===== src/rtl/boot_sequencer.sv =====
// boot_sequencer
// Loads a host word stream into the Mini-MIPS instruction and data memories
// while holding the core in reset, then releases the core.
// The stream is one header word {icnt[31:16], dcnt[15:0]}, then icnt
// instruction words, then dcnt data words. Each section is written starting
// at address 0.
//
// Ports
//   i_clk        system clock, all state on the rising edge
//   i_rst        synchronous active-high reset
//   i_in_valid   host word valid
//   o_in_ready   block accepts a word (IDLE, LOAD_I, LOAD_D)
//   i_in_data    host word
//   i_reload     single-cycle request to reload, honoured only in RUN
//   o_inst_we    instruction-memory write strobe (registered)
//   o_data_we    data-memory write strobe (registered)
//   o_mem_addr   shared write address (registered)
//   o_mem_wdata  shared write data (registered)
//   o_cpu_rst    core reset hold, low only in RUN
//   o_busy       high in LOAD_I, LOAD_D, RELEASE
//   o_done       high in RUN
//   o_err        high in ERROR, held until i_rst
//
// state     | meaning
// ----------+---------------------------------------------------------
// S_IDLE    | waiting for the header word
// S_LOAD_I  | accepting instruction words into imem
// S_LOAD_D  | accepting data words into dmem
// S_RELEASE | one-cycle gap while the last write lands
// S_RUN     | core released; waits for i_reload
// S_ERROR   | header count out of range; terminal until i_rst
module boot_sequencer #(
  parameter int ADDR_W    = 11,
  parameter int DATA_W    = 32,
  parameter int MEM_DEPTH = 2048
) (
  input  logic              i_clk,
  input  logic              i_rst,
  input  logic              i_in_valid,
  output logic              o_in_ready,
  input  logic [DATA_W-1:0] i_in_data,
  input  logic              i_reload,
  output logic              o_inst_we,
  output logic              o_data_we,
  output logic [ADDR_W-1:0] o_mem_addr,
  output logic [DATA_W-1:0] o_mem_wdata,
  output logic              o_cpu_rst,
  output logic              o_busy,
  output logic              o_done,
  output logic              o_err
);

  // One extra bit so that a count of exactly MEM_DEPTH is representable.
  localparam int          CW      = ADDR_W + 1;
  localparam logic [15:0] MAX_CNT = 16'(MEM_DEPTH);

  typedef enum logic [2:0] {
    S_IDLE,
    S_LOAD_I,
    S_LOAD_D,
    S_RELEASE,
    S_RUN,
    S_ERROR
  } state_t;

  state_t r_state;
  state_t w_next;

  logic [CW-1:0]     r_idx;
  logic [CW-1:0]     r_icnt;
  logic [CW-1:0]     r_dcnt;
  logic              r_inst_we;
  logic              r_data_we;
  logic [ADDR_W-1:0] r_mem_addr;
  logic [DATA_W-1:0] r_mem_wdata;

  logic        w_xfer;
  logic [15:0] w_hdr_icnt;
  logic [15:0] w_hdr_dcnt;
  logic        w_hdr_bad;
  logic        w_last_i;
  logic        w_last_d;

  assign w_xfer     = i_in_valid & o_in_ready;
  assign w_hdr_icnt = i_in_data[31:16];
  assign w_hdr_dcnt = i_in_data[15:0];
  assign w_hdr_bad  = (w_hdr_icnt > MAX_CNT) | (w_hdr_dcnt > MAX_CNT);
  // Counts are non-zero whenever these are consulted, so icnt-1 cannot underflow.
  assign w_last_i   = (r_idx == r_icnt - CW'(1));
  assign w_last_d   = (r_idx == r_dcnt - CW'(1));

  always_ff @(posedge i_clk) begin
    if (i_rst) begin
      r_state <= S_IDLE;
    end else begin
      r_state <= w_next;
    end
  end

  always_comb begin
    w_next     = r_state;
    o_in_ready = 1'b0;
    o_busy     = 1'b0;
    o_done     = 1'b0;
    o_err      = 1'b0;
    o_cpu_rst  = 1'b1;
    case (r_state)
      S_IDLE: begin
        o_in_ready = 1'b1;
        if (w_xfer) begin
          if (w_hdr_bad)              w_next = S_ERROR;
          else if (w_hdr_icnt != '0)  w_next = S_LOAD_I;
          else if (w_hdr_dcnt != '0)  w_next = S_LOAD_D;
          else                        w_next = S_RELEASE;
        end
      end
      S_LOAD_I: begin
        o_in_ready = 1'b1;
        o_busy     = 1'b1;
        if (w_xfer && w_last_i) begin
          w_next = (r_dcnt != '0) ? S_LOAD_D : S_RELEASE;
        end
      end
      S_LOAD_D: begin
        o_in_ready = 1'b1;
        o_busy     = 1'b1;
        if (w_xfer && w_last_d) begin
          w_next = S_RELEASE;
        end
      end
      S_RELEASE: begin
        o_busy = 1'b1;
        w_next = S_RUN;
      end
      S_RUN: begin
        o_done    = 1'b1;
        o_cpu_rst = 1'b0;
        if (i_reload) begin
          w_next = S_IDLE;
        end
      end
      S_ERROR: begin
        o_err = 1'b1;
      end
      default: begin
        w_next = S_IDLE;
      end
    endcase
  end

  // Write path: the accepted word is registered so the strobe, address and
  // data all appear together in the cycle after the transfer edge.
  always_ff @(posedge i_clk) begin
    if (i_rst) begin
      r_idx       <= '0;
      r_icnt      <= '0;
      r_dcnt      <= '0;
      r_inst_we   <= 1'b0;
      r_data_we   <= 1'b0;
      r_mem_addr  <= '0;
      r_mem_wdata <= '0;
    end else begin
      r_inst_we <= 1'b0;
      r_data_we <= 1'b0;
      case (r_state)
        S_IDLE: begin
          if (w_xfer && !w_hdr_bad) begin
            r_icnt <= w_hdr_icnt[CW-1:0];
            r_dcnt <= w_hdr_dcnt[CW-1:0];
            r_idx  <= '0;
          end
        end
        S_LOAD_I: begin
          if (w_xfer) begin
            r_inst_we   <= 1'b1;
            r_mem_addr  <= r_idx[ADDR_W-1:0];
            r_mem_wdata <= i_in_data;
            r_idx       <= w_last_i ? '0 : r_idx + CW'(1);
          end
        end
        S_LOAD_D: begin
          if (w_xfer) begin
            r_data_we   <= 1'b1;
            r_mem_addr  <= r_idx[ADDR_W-1:0];
            r_mem_wdata <= i_in_data;
            r_idx       <= w_last_d ? '0 : r_idx + CW'(1);
          end
        end
        S_RUN: begin
          if (i_reload) begin
            r_idx  <= '0;
            r_icnt <= '0;
            r_dcnt <= '0;
          end
        end
        default: begin
        end
      endcase
    end
  end

  assign o_inst_we   = r_inst_we;
  assign o_data_we   = r_data_we;
  assign o_mem_addr  = r_mem_addr;
  assign o_mem_wdata = r_mem_wdata;

endmodule


===== config.mk =====
export PLATFORM = sky130hd
export DESIGN_NAME = boot_sequencer
export DESIGN_NICKNAME = d
export VERILOG_FILES = /design/src/rtl/boot_sequencer.sv
export SDC_FILE = /design/constraint.sdc
export NUM_CORES = 1
export LEC_CHECK = 0
export CAP_MARGIN = 25
export CORE_MARGIN = 2
export CORE_UTILIZATION = 46
export DETAILED_ROUTE_END_ITERATION = 10
export PLACE_DENSITY = 0.79
export SLEW_MARGIN = 20
export SYNTH_ARGS = -nofsm -noshare
export SYNTH_HDL_FRONTEND = slang
export SYNTH_SLANG_ARGS = --single-unit

===== constraint.sdc =====
create_clock -name i_clk -period 2.4 [get_ports i_clk]
set_input_delay 0.48 -clock i_clk [delete_from_list [all_inputs] [get_ports i_clk]]
set_output_delay 0.48 -clock i_clk [all_outputs]
set_load 0.05 [all_outputs]

==> impl_metrics.env <==
export IMPL_status="finished with violations"
export IMPL_failed_checks="setup timing"
export IMPL_die_y_um=99.40
export IMPL_synth_area_top_cells="dfxtp_1 40%, nand2_1 8.9%, a21oi_1 6.2%, xnor2_1 5.4%, a22oi_1 4.7%"
export IMPL_rows=34
export IMPL_core_area_mm2=0.008763
export IMPL_dp_worst_setup_slack_ns=-0.5156
export IMPL_final_setup_viol_count=14
export IMPL_fin_nets=712
export IMPL_route_detailed_drc=0
export IMPL_syn_inst=525
export IMPL_cts_tree="done"
export IMPL_fin_ws_ns=-0.2847
export IMPL_via_per_inst=5.673
export IMPL_rsz0062_at_grt="true"
export IMPL_drive_gt1_share_pct=25.22
export IMPL_die_width_um=99.40
export IMPL_max_cap_violations=0
export IMPL_critPathCaptureType="register"
export IMPL_grt_max_degree=44
export IMPL_ant_nets=0
export IMPL_r2r_start="r_icnt[0]"
export IMPL_netlist_area_mm2=0.004187
export IMPL_crit_fanout=5
export IMPL_ys_flop_type="dfxtp_1"
export IMPL_diodes=0
export IMPL_wire_per_inst_um=17.41
export IMPL_initial_core_util_pct=47.77
export IMPL_yosysWarningCount=0
export IMPL_syn_area_per_cell_um2=7.974
export IMPL_clockBufferDepth=2
export IMPL_clock_latency_ns=0.36
export IMPL_grt_pass1_vias=4416
export IMPL_synthDistinctLibCells=58
export IMPL_min_from="i_in_data[13]"
export IMPL_synth_top_area_cell="dfxtp_1"
export IMPL_synth_top_cell_area_share_pct=40.17
export IMPL_dieArea_mm2=0.009880
export IMPL_p_per_area_mw_per_mm2=577.3
export IMPL_h_tree_depth=3
export IMPL_finalNonFillerCells=786
export IMPL_overflow=0
export IMPL_cp_arrival_ns=2.94
export IMPL_placed_cells=764
export IMPL_leakagePower_nw=2.610
export IMPL_track_usage_pct=26.49
export IMPL_worst_slew_pin_slew_ns=0.5570
export IMPL_drtPass1Iterations=5
export IMPL_grt_pass1_wl_um=20920
export IMPL_syn_nets=564
export IMPL_slew_viol_final=0
export IMPL_ys_seq_area_share_pct=40.17
export IMPL_dr_first_iter_drc_count=262
export IMPL_vias=4459
export IMPL_hold_viol=0
export IMPL_clk_pin_slew_ns=0.09
export IMPL_fill_cells=641
export IMPL_clockRootBuffer="clkbuf_8"
export IMPL_placed_area_mm2=0.005699
export IMPL_final_cell_area_mm2=0.006212
export IMPL_crit_path_start="r_icnt[0]"
export IMPL_async_flop_share_pct=0
export IMPL_critical_path_class="reg -> reg"
export IMPL_synth_seq_cells=84
export IMPL_worstPathRequired_ns=2.66
export IMPL_cts_buffers=9
export IMPL_hpwl_um=9607
export IMPL_hp_class="in -> reg"
export IMPL_synth_edf_count=0
export IMPL_cts_sinks=84
export IMPL_slew_headroom_pct=62.75
export IMPL_grt_antenna_before_repair=0
export IMPL_fin_crit_ns=2.685
export IMPL_peakVddDrop_v=0.0004615
export IMPL_area_delta_synth_final_pct=48.39
export IMPL_io_pins=86
export IMPL_clock_skew_ns=0.01264
export IMPL_totalWireLength_um=13690
export IMPL_crit_path_start_kind="register"
export IMPL_port_buffer_count=85
export IMPL_postLayoutCoreUtil_pct=70.89
export IMPL_period_share_pct=111.9
export IMPL_place_gp_congestion=0.9305
export IMPL_max_freq_mhz=372.5
export IMPL_fin_total_pwr_mw=3.586
power by group:
| group | internal [mW] | total, mW | switching [mW] | leakage [nW] |
|---|---|---|---|---|
| combinational | 0.377 | 1.01 | 0.635 | 1.83 |
| sequential | 1.46 | 1.52 | 0.0619 | 0.681 |
| clock | 0.496 | 1.05 | 0.556 | 0.102 |
worst paths after layout:
path                     end  cells past startpoint  slack (ns)
min reg2reg  o_mem_wdata[16]                      2        0.46
max                r_idx[10]                      8       -0.28
min          o_mem_wdata[13]                      3        0.41
max reg2reg        r_idx[10]                      8       -0.28
synth_stat cells, types with 2 or more instances:
cell and instances:
nand2_1 99, dfxtp_1 84, a21oi_1 52, nor2_1 38, clkbuf_1 37, a22oi_1 26
xnor2_1 26, nor3_1 15, nor4_1 11, and2_4 10, inv_1 10, xor2_1 10
nand4_1 7, nor2b_1 7, and2_1 6, and3_1 5, nand2b_1 5, nand3_1 5
or4_1 5, and3b_1 4, nand3b_1 4, o21ai_0 4, o31ai_1 4, or3_1 4
ha_1 3, nand4b_1 3, o211ai_1 3, buf_2 2, buf_6 2, mux2i_1 2
nor3b_1 2, o221ai_1 2, or3b_2 2, or4b_1 2
metal layers:
metal / vias to the layer above / part of all wire [%] / global-route usage, %
met5: - / 0 / 0
met4: 0 / 2.5 / 8.535
met3: 32 / 5.3 / 6.395
met2: 163 / 52 / 48.23
met1: 2138 / 41 / 30.45
li1: 2126 / - / -
kinds of logic after synthesis:
family	Yosys count	share of synthesized area (%)
fa+ha+maj	3	0.8967
buf+inv	51	4.991
xor+xnor	36	7.531
mux	2	0.4782
simple gates	241	29.44
flops	84	40.17
compound gates	108	16.50
stage by stage:
| stage | hold slack, ns | setup TNS, ns |
|---|---|---|
| final | 0.4135 | -3.282 |
| after CTS | 0.4223 | -1.794 |
| after floorplan | 0.4979 | -0.06970 |
| after global routing | 0.4111 | -4.878 |
| after detailed placement | 0.4495 | -14.67 |
| after global placement | 0.4425 | -10.06 |
critical path, stage by stage (launching register included):
cell and delay, ns:
dfxtp_2 0.34, or4_4 0.58, or4_1 0.54, o211ai_1 0.15, nor2_2 0.11, o311ai_2 0.34, a31oi_2 0.18, buf_4 0.19
and2_1 0.15
final cells by class:
type	count	area, µm²	area share [%]
Multi-Input combinational cell	390	2510	40.40
Sequential cell	84	1687	27.15
Timing Repair Buffer	178	1639	26.38
Tap cell	108	135.1	2.175
Clock buffer	9	123.9	1.994
Clock inverter	7	80.08	1.289
Inverter	10	37.54	0.6042
flip-flops by register name, indices dropped and copies added, names as in the netlist:
signal / count
o_inst_we: 1
o_mem_wdata: 32
r_dcnt: 12
r_idx: 12
o_data_we: 1
r_icnt: 12
o_mem_addr: 11
r_state: 3
cell usage in the layout (no fill, tap or decap), drive strengths merged, types with 11 or more instances in the layout:
cell type,n
xnor2,26
nor4,11
buf,98
clkdlybuf4s50,54
a21oi,52
and2,16
dlymetal6s2s,25
nor2,38
inv,13
nor3,16
dfxtp,84
a22oi,26
nand2,99
timing repair:
| item | CTS | global route |
|---|---|---|
| pin swaps | 4 | 17 |
| gates resized for setup | 12 | 52 |
| hold buffers | 0 | 0 |
| endpoints found under the setup margin | 30 | 38 |
| buffers inserted | 2 | 1 |
| gates cloned | 0 | 3 |
(Power assumes the default switching activity.)
